==> src/rtl/ram_arb_pkg.sv <==
// ram_arb_pkg: shared state encoding, master ids and default widths for the RAM arbiter
package ram_arb_pkg;
  localparam int AW_D = 7;
  localparam int DW_D = 16;
  localparam logic ID_M0 = 1'b0;
  localparam logic ID_M1 = 1'b1;
  typedef enum logic [1:0] {IDLE = 2'd0, ACCESS = 2'd1, RESP = 2'd2} state_e;
endpackage

==> src/rtl/ram_arbiter_if.sv <==
// ram_arbiter_if: two-master request/response bus plus the RAM control pins owned by the arbiter
interface ram_arbiter_if import ram_arb_pkg::*; #(parameter int AW = AW_D, parameter int DW = DW_D);
  logic req0, req1, we0, we1;
  logic [AW-1:0] addr0, addr1;
  logic [DW-1:0] wd0, wd1;
  logic gnt0, gnt1, rsp_valid, rsp_id, busy;
  logic [DW-1:0] rdata;
  logic ram_r, ram_w;
  logic [AW-1:0] ram_addr;
  logic [DW-1:0] ram_d, ram_o;
  modport slave (
    input  req0, req1, we0, we1, addr0, addr1, wd0, wd1, ram_o,
    output gnt0, gnt1, rsp_valid, rsp_id, busy, rdata, ram_r, ram_w, ram_addr, ram_d
  );
  modport master (
    output req0, req1, we0, we1, addr0, addr1, wd0, wd1, ram_o,
    input  gnt0, gnt1, rsp_valid, rsp_id, busy, rdata, ram_r, ram_w, ram_addr, ram_d
  );
endinterface

==> src/rtl/ram_arbiter_rr_pick.sv <==
// rr_pick: picks the winning master; round-robin ties when RAM_ARB_RR_EN is defined, else master 0 wins
module rr_pick import ram_arb_pkg::*; (
  input  logic req0,
  input  logic req1,
  input  logic last_id,
  output logic win_id,
  output logic any
);
  always_comb begin
    any = req0 | req1;
`ifdef RAM_ARB_RR_EN
    win_id = (req0 & req1) ? ~last_id : (req1 ? ID_M1 : ID_M0);
`else
    win_id = req0 ? ID_M0 : (req1 ? ID_M1 : last_id);
`endif
  end
endmodule

==> src/rtl/ram_arbiter.sv <==
// ram_arbiter: IDLE->ACCESS->RESP sequencer sharing one single-port RAM between two masters
// Tie policy selected by RAM_ARB_RR_EN inside rr_pick.
module ram_arbiter import ram_arb_pkg::*; #(
  parameter int AW = AW_D,
  parameter int DW = DW_D
) (
  input logic clk,
  input logic rst_n,
  ram_arbiter_if.slave bus
);
  state_e state;
  logic id_q, we_q, last_id, win_id, any;
  logic [AW-1:0] addr_q;
  logic [DW-1:0] wd_q, rdata_q;
  rr_pick u_pick (
    .req0(bus.req0),
    .req1(bus.req1),
    .last_id(last_id),
    .win_id(win_id),
    .any(any)
  );
  always_ff @(posedge clk) begin
    if (!rst_n) begin
      state <= IDLE;
      id_q <= ID_M0;
      we_q <= 1'b0;
      addr_q <= '0;
      wd_q <= '0;
      rdata_q <= '0;
      last_id <= ID_M1;
    end else if (state == IDLE && any) begin
      state <= ACCESS;
      id_q <= win_id;
      we_q <= win_id ? bus.we1 : bus.we0;
      addr_q <= win_id ? bus.addr1 : bus.addr0;
      wd_q <= win_id ? bus.wd1 : bus.wd0;
      last_id <= win_id;
    end else if (state == ACCESS) begin
      state <= RESP;
      if (!we_q) rdata_q <= bus.ram_o;
    end else if (state == RESP) begin
      state <= IDLE;
    end
  end
  assign bus.gnt0 = state == ACCESS && id_q == ID_M0;
  assign bus.gnt1 = state == ACCESS && id_q == ID_M1;
  assign bus.ram_r = state == ACCESS && !we_q;
  assign bus.ram_w = state == ACCESS && we_q;
  assign bus.ram_addr = addr_q;
  assign bus.ram_d = wd_q;
  assign bus.rsp_valid = state == RESP;
  assign bus.rsp_id = id_q;
  assign bus.rdata = rdata_q;
  assign bus.busy = state != IDLE;
endmodule

==> src/flat_wrapper.sv <==
// flat-port wrapper written by rule: the top's interface ports become plain ports
module ram_arbiter_flat import ram_arb_pkg::*;
#(
  parameter int AW = AW_D,
  parameter int DW = DW_D
)
  (clk, rst_n, bus_req0, bus_req1, bus_we0, bus_we1, bus_addr0, bus_addr1, bus_wd0, bus_wd1, bus_ram_o, bus_gnt0, bus_gnt1, bus_rsp_valid, bus_rsp_id, bus_busy, bus_rdata, bus_ram_r, bus_ram_w, bus_ram_addr, bus_ram_d);
  ram_arbiter_if #(.AW(AW), .DW(DW)) bus_i ();
  input logic clk;
  input logic rst_n;
  input wire logic [$bits(bus_i.req0)-1:0] bus_req0;
  input wire logic [$bits(bus_i.req1)-1:0] bus_req1;
  input wire logic [$bits(bus_i.we0)-1:0] bus_we0;
  input wire logic [$bits(bus_i.we1)-1:0] bus_we1;
  input wire logic [$bits(bus_i.addr0)-1:0] bus_addr0;
  input wire logic [$bits(bus_i.addr1)-1:0] bus_addr1;
  input wire logic [$bits(bus_i.wd0)-1:0] bus_wd0;
  input wire logic [$bits(bus_i.wd1)-1:0] bus_wd1;
  input wire logic [$bits(bus_i.ram_o)-1:0] bus_ram_o;
  output wire logic [$bits(bus_i.gnt0)-1:0] bus_gnt0;
  output wire logic [$bits(bus_i.gnt1)-1:0] bus_gnt1;
  output wire logic [$bits(bus_i.rsp_valid)-1:0] bus_rsp_valid;
  output wire logic [$bits(bus_i.rsp_id)-1:0] bus_rsp_id;
  output wire logic [$bits(bus_i.busy)-1:0] bus_busy;
  output wire logic [$bits(bus_i.rdata)-1:0] bus_rdata;
  output wire logic [$bits(bus_i.ram_r)-1:0] bus_ram_r;
  output wire logic [$bits(bus_i.ram_w)-1:0] bus_ram_w;
  output wire logic [$bits(bus_i.ram_addr)-1:0] bus_ram_addr;
  output wire logic [$bits(bus_i.ram_d)-1:0] bus_ram_d;
  assign bus_i.req0 = bus_req0;
  assign bus_i.req1 = bus_req1;
  assign bus_i.we0 = bus_we0;
  assign bus_i.we1 = bus_we1;
  assign bus_i.addr0 = bus_addr0;
  assign bus_i.addr1 = bus_addr1;
  assign bus_i.wd0 = bus_wd0;
  assign bus_i.wd1 = bus_wd1;
  assign bus_i.ram_o = bus_ram_o;
  assign bus_gnt0 = bus_i.gnt0;
  assign bus_gnt1 = bus_i.gnt1;
  assign bus_rsp_valid = bus_i.rsp_valid;
  assign bus_rsp_id = bus_i.rsp_id;
  assign bus_busy = bus_i.busy;
  assign bus_rdata = bus_i.rdata;
  assign bus_ram_r = bus_i.ram_r;
  assign bus_ram_w = bus_i.ram_w;
  assign bus_ram_addr = bus_i.ram_addr;
  assign bus_ram_d = bus_i.ram_d;
  ram_arbiter #(.AW(AW), .DW(DW)) u_core (.clk(clk), .rst_n(rst_n), .bus(bus_i));
endmodule
==> config.mk <==
export PLATFORM = sky130hd
export DESIGN_NAME = ram_arbiter_flat
export DESIGN_NICKNAME = d
export VERILOG_FILES = /design/src/rtl/ram_arb_pkg.sv /design/src/rtl/ram_arbiter_if.sv /design/src/rtl/ram_arbiter_rr_pick.sv /design/src/rtl/ram_arbiter.sv /design/src/flat_wrapper.sv
export SDC_FILE = /design/constraint.sdc
export NUM_CORES = 1
export LEC_CHECK = 0
export BUFFER_PORTS_ARGS = -buffer_cell sky130_fd_sc_hd__clkbuf_2
export CAP_MARGIN = 40
export CORE_UTILIZATION = 38
export CTS_CLUSTER_SIZE = 25
export DETAILED_ROUTE_END_ITERATION = 6
export PLACE_DENSITY_LB_ADDON = 0.15
export SYNTH_ARGS = -nofsm -noshare
export SYNTH_HDL_FRONTEND = slang
export SYNTH_SLANG_ARGS = --single-unit
==> constraint.sdc <==
create_clock -name clk -period 1.5 [get_ports clk]
set_input_delay 0.075 -clock clk [delete_from_list [all_inputs] [get_ports clk]]
set_output_delay 0.075 -clock clk [all_outputs]
set_load 0.02 [all_outputs]
; Word level (Yosys, flattened, before mapping)
; Index checks and enable logic that the tools add are counted.
[totals]
register_bits = 44
latchBits = 0
mem_bits_rw = 0
romBits = 0
input_bits = 68
out_inout_bits = 46
elab_cells = 35
mem_count = 0
[op_classes]
n_addsub = 0
n_mul = 0
div = 0
magnitude_cmp = 0
eq_ne = 2
n_shift = 0
mux = 8
n_bitwise = 5
reduce_logical = 12
[op_table]
columns = cell, n
row1 = 2-to-1 mux 16 bit, 1
row2 = 2-to-1 mux 7 bit, 1
row3 = logical AND 1 bit, 5
row4 = 2-to-1 mux 1 bit, 4
row5 = 2-to-1 mux 2 bit, 2
row6 = inverter 1 bit, 4
row7 = nonzero test 2 bit, 2
row8 = AND reduction 3 bit, 1
row9 = nonzero test 3 bit, 1
row10 = == test 2 x 1 -> 1 bit (second input constant), 1
row11 = == test 2 bit (second input constant), 1
row12 = logical NOT 2 bit, 1
row13 = OR reduction 2 bit, 1
row14 = logical NOT 1 bit, 1
row15 = OR 1 bit, 1

; Longest topological paths before layout
[logic_depth]
ltp_word = 4
mapped_depth = 7
ltp_nobuf = 5

; By module
; A second synthesis with hierarchy kept.
[unflattened]
cells_unflattened = 202
hier_area_um2 = 1853.0
[by_module_without_submodules]
columns = module, n_inst, cells_per_inst, area_per_inst_um2
row1 = ram_arbiter, 1, 200, 1836.8
row2 = rr_pick, 1, 2, 16.3

; Worst setup path after synthesis
; OpenSTA, ideal clock, no wires.
[synth_path]
path_kind = flip-flop to flip-flop
from = register u_core.state[1]
to = register u_core.rdata_q[10] (netlist: u_core.bus.rdata[10])
arrival_time_ns = 1.350
t_required_ns = 1.382
path_slack_ns = 0.032
path_stages_with_launch = 8
n_path_buf = 2
period_less_slack_ns = 1.468
cell_sequence = dfxtp_1 inv_1 ha_1 and2b_1 and2_4 buf_6 buf_12 mux2i_1
[synth_between]
elab_chain_len = 4
[synth_lines]
columns = item, line_no
row1 = "start, declared", ram_arbiter.sv:11  ; state_e state;
row2 = "start signal, assigned", ram_arbiter.sv:24  ; state <= IDLE;
row3 = "start signal, assigned", ram_arbiter.sv:32  ; state <= ACCESS;
row4 = "start signal, assigned", ram_arbiter.sv:39  ; state <= RESP;
row5 = logical NOT 2 bit, ram_arbiter.sv:31  ; end else if (state == IDLE && any) begin
row6 = logical AND 1 bit, ram_arbiter.sv:31
row7 = inverter 1 bit (no source line), -
row8 = AND reduction 3 bit (no source line) *, -
row9 = "end signal, assigned", ram_arbiter.sv:40  ; if (!we_q) rdata_q <= bus.ram_o;
row10 = "end, declared", ram_arbiter.sv:14  ; logic [DW-1:0] wd_q, rdata_q;
; Mark *: on every way between the ends. The rest lies on a longest branch, timed or not.
; A chain may end at the register's enable or synchronous reset.

; Final worst setup path
[layout_path]
from = register u_core.state[1]
to = output bus_gnt1
[layout_between]
elab_chain_len = 2
[layout_lines]
columns = item, line_no
row1 = == test 2 x 1 -> 1 bit, ram_arbiter.sv:46  ; assign bus.gnt1 = state == ACCESS && id_q == ID_M1;
row2 = logical AND 1 bit, ram_arbiter.sv:46
row3 = "end, declared", flat_wrapper.sv:21  ; output wire logic [$bits(bus_i.gnt1)-1:0] bus_gnt1;
; Every way passes these cells.

==> results.json <==
{
  "fp-row-count": 24,
  "final_antenna_net_count": 0,
  "antenna_found_initial": 0,
  "slowest_stage": "dfxtp_1",
  "routabilityCongestion": 0.712,
  "fin_hold_ws_ns": 0.00733,
  "drv_slew": 0,
  "nets": 398,
  "clock-sinks": 43,
  "power.density_mw_per_mm2": 1030,
  "avgRoutedWirePerCell_um": 12.0,
  "finClkSkew_ns": 0.00899,
  "cts_made_buffers": 5,
  "yosys_warnings": 0,
  "critPathLaunchType": "register",
  "antenna-diode-count": 0,
  "cts_tree": "yes",
  "synth_nets": 270,
  "clk_pin_slew_worst_paths_ns": 0.08,
  "drive_gt1_share_pct": 39.9,
  "p_leak_nw": 1.38,
  "crit_chain": "inv_1 -> ha_1 -> buf_4 -> and2_1 -> clkbuf_2",
  "finalCritPeriodShare_pct": 94.8,
  "gr-total-overflow": 0,
  "mostFrequentLayoutCell": "clkbuf_2",
  "setup_tns_ns": 0,
  "drtIter0Drc": 87,
  "min_period_ns": 1.42,
  "drt-total-wl_um": 4560,
  "grt_max_degree": 30,
  "io_pins": 114,
  "rsz0062_at_grt": "false",
  "worst_pin_slew_ns": 0.280,
  "first_pass_iters": 6,
  "finalSetupViolations": 0,
  "path_buf_inv": 3,
  "grt_first_pass_wirelength_um": 7300,
  "coreArea_mm2": 0.00444,
  "max-vdd-ir-drop_v": 0.000621,
  "grtUsageTotal_pct": 18.3,
  "cp.required_ns": 1.42,
  "status": "complete, but fails checks",
  "drv_cap": 0,
  "fp.dieH_um": 70.5,
  "synth_seq_cells": 43,
  "worstSkewPairLatency_ns": 0.29,
  "relSlewSlack_pct": 81.3,
  "worstPathMaxFanout": 4,
  "criticalPathCategory": "reg2out",
  "area_growth_pct": 49.8,
  "vias": 1794,
  "portBuffers": 113,
  "drc_errors": 14,
  "hold_viol": 0,
  "cts_setup_buffers": 0,
  "dp_hpwl_um": 3160,
  "clockBufferDepth": 2,
  "dieArea_mm2": 0.00498,
  "path_delay_family": "buffers and inverters",
  "fp.dieW_um": 70.5,
  "root_buffer": "clkbuf_8",
  "postSynthAreaPerCell_um2": 8.97,
  "viasPerCell": 4.72,
  "synth.distinct_cells": 21,
  "synthesis.instances": 199,
  "final_cell_mix": "clkbuf_2, nand2_1, dfxtp_1",
  "yosysSeqAreaShare_pct": 48.2,
  "arrival_ns": 1.35,
  "fmax_mhz": 703,
  "start_util_pct": 40.2,
  "grt_pass1_vias": 1699,
  "slowest_delay_ns": 0.36,
  "cp-end-kind": "output pin",
  "violations": "DRC",
  "ctsHtreeMaxLevel": 2,
  "hp-class": "in2reg",
  "netlist_area_mm2": 0.00179
}
[metrics by stage]
stage | worst slack [ns] | total power, W | util, % | std cells | cell area, µm²
after floorplan | 0.0323 | 0.00169 | - | 199 | 1790
after global placement | 0.0999 | 0.00194 | 53.9 | 355 | 2400
after detailed placement | 0.0516 | 0.00194 | 53.9 | 355 | 2400
after CTS | 0.0462 | 0.00278 | 60.1 | 380 | 2670
after global routing | 0.00453 | 0.00289 | 60.2 | 380 | 2670
final | 0.0785 | 0.00274 | 60.2 | 380 | 2670
[report_power, final]
part           total, W  switching (W)  internal [W]
sequential      0.00129      0.0000506       0.00124
combinational  0.000658       0.000371      0.000288
clock          0.000794       0.000375      0.000419
[layer usage]
layer / up-vias / global-route usage (%) / part of all wire [%]
met1: 785 / 20.8 / 43
li1: 938 / - / -
met4: 0 / 5.33 / 0.66
met3: 4 / 3.99 / 6.2
met2: 67 / 34.2 / 50
met5: - / 0 / 0
[state kept, by name, summed over array words and instances, names as in the netlist]
signal and flops:
u_core.bus.ram_addr 7, u_core.bus.ram_d 16, u_core.bus.rdata 16, u_core.bus.rsp_id 1, u_core.state 2, u_core.we_q 1
[Yosys cell counts]
cell	number	area share, %
a21o_1	1	0.42
a22oi_1	24	10
and2_1	4	1.4
and2_4	1	0.49
and2b_1	1	0.42
and3_1	1	0.35
and4b_1	1	0.56
buf_1	1	0.21
buf_12	1	1.1
buf_2	10	2.8
buf_6	1	0.63
clkbuf_1	3	0.63
dfxtp_1	43	48
ha_1	3	2.1
inv_1	3	0.63
mux2i_1	17	9.5
nand2_1	56	12
nand3_1	24	6.7
nor2b_1	2	0.70
o21ai_0	1	0.28
o21ai_4	1	0.91
[worst reg2reg max path, stage by stage, from the launching register on]
cell and delay, ns:
dfxtp_1 0.36, inv_1 0.07, ha_2 0.21, and4b_1 0.22, buf_12 0.16, a22oi_1 0.18
nand2_1 0.07
[what timing repair did]
action,in CTS,in global routing
gates resized for setup,0,1
hold endpoints to repair,17,0
hold buffers,17,0
setup endpoints to repair,0,33
[path summary, 6_finish.rpt]
kind	startpoint	end	slack, ns	cells past startpoint
worst max-delay path	u_core.state[1]	bus_gnt1	0.08	5
worst min-delay path	bus_ram_o[8]	u_core.bus.rdata[8]	0.007	3
worst max register to register	u_core.state[1]	u_core.bus.ram_d[15]	0.12	6
worst min register to register	u_core.bus.ram_addr[4]	u_core.bus.ram_addr[4]	0.45	2
[cells by family (layout without fill, tap and decap cells)]
group,count (synthesis),count (layout),synth area share [%]
DFF,43,43,48.2
and+or+nand+nor,90,90,22.4
buffers and inverters,19,148,6.03
AOI/OAI and AO/OA,27,27,11.7
adders and majority gates,3,3,2.10
muxes,17,17,9.53
[final cells by class]
class / count / area (µm²)
Inverter: 3 / 11.3
Clock inverter: 1 / 7.51
Multi-Input combinational cell: 137 / 820
Tap cell: 52 / 65.1
Timing Repair Buffer: 137 / 813
Clock buffer: 7 / 96.3
Fill cell: 413 / 1770
Sequential cell: 43 / 861
Note: power is estimated with default switching activity, not from simulation.
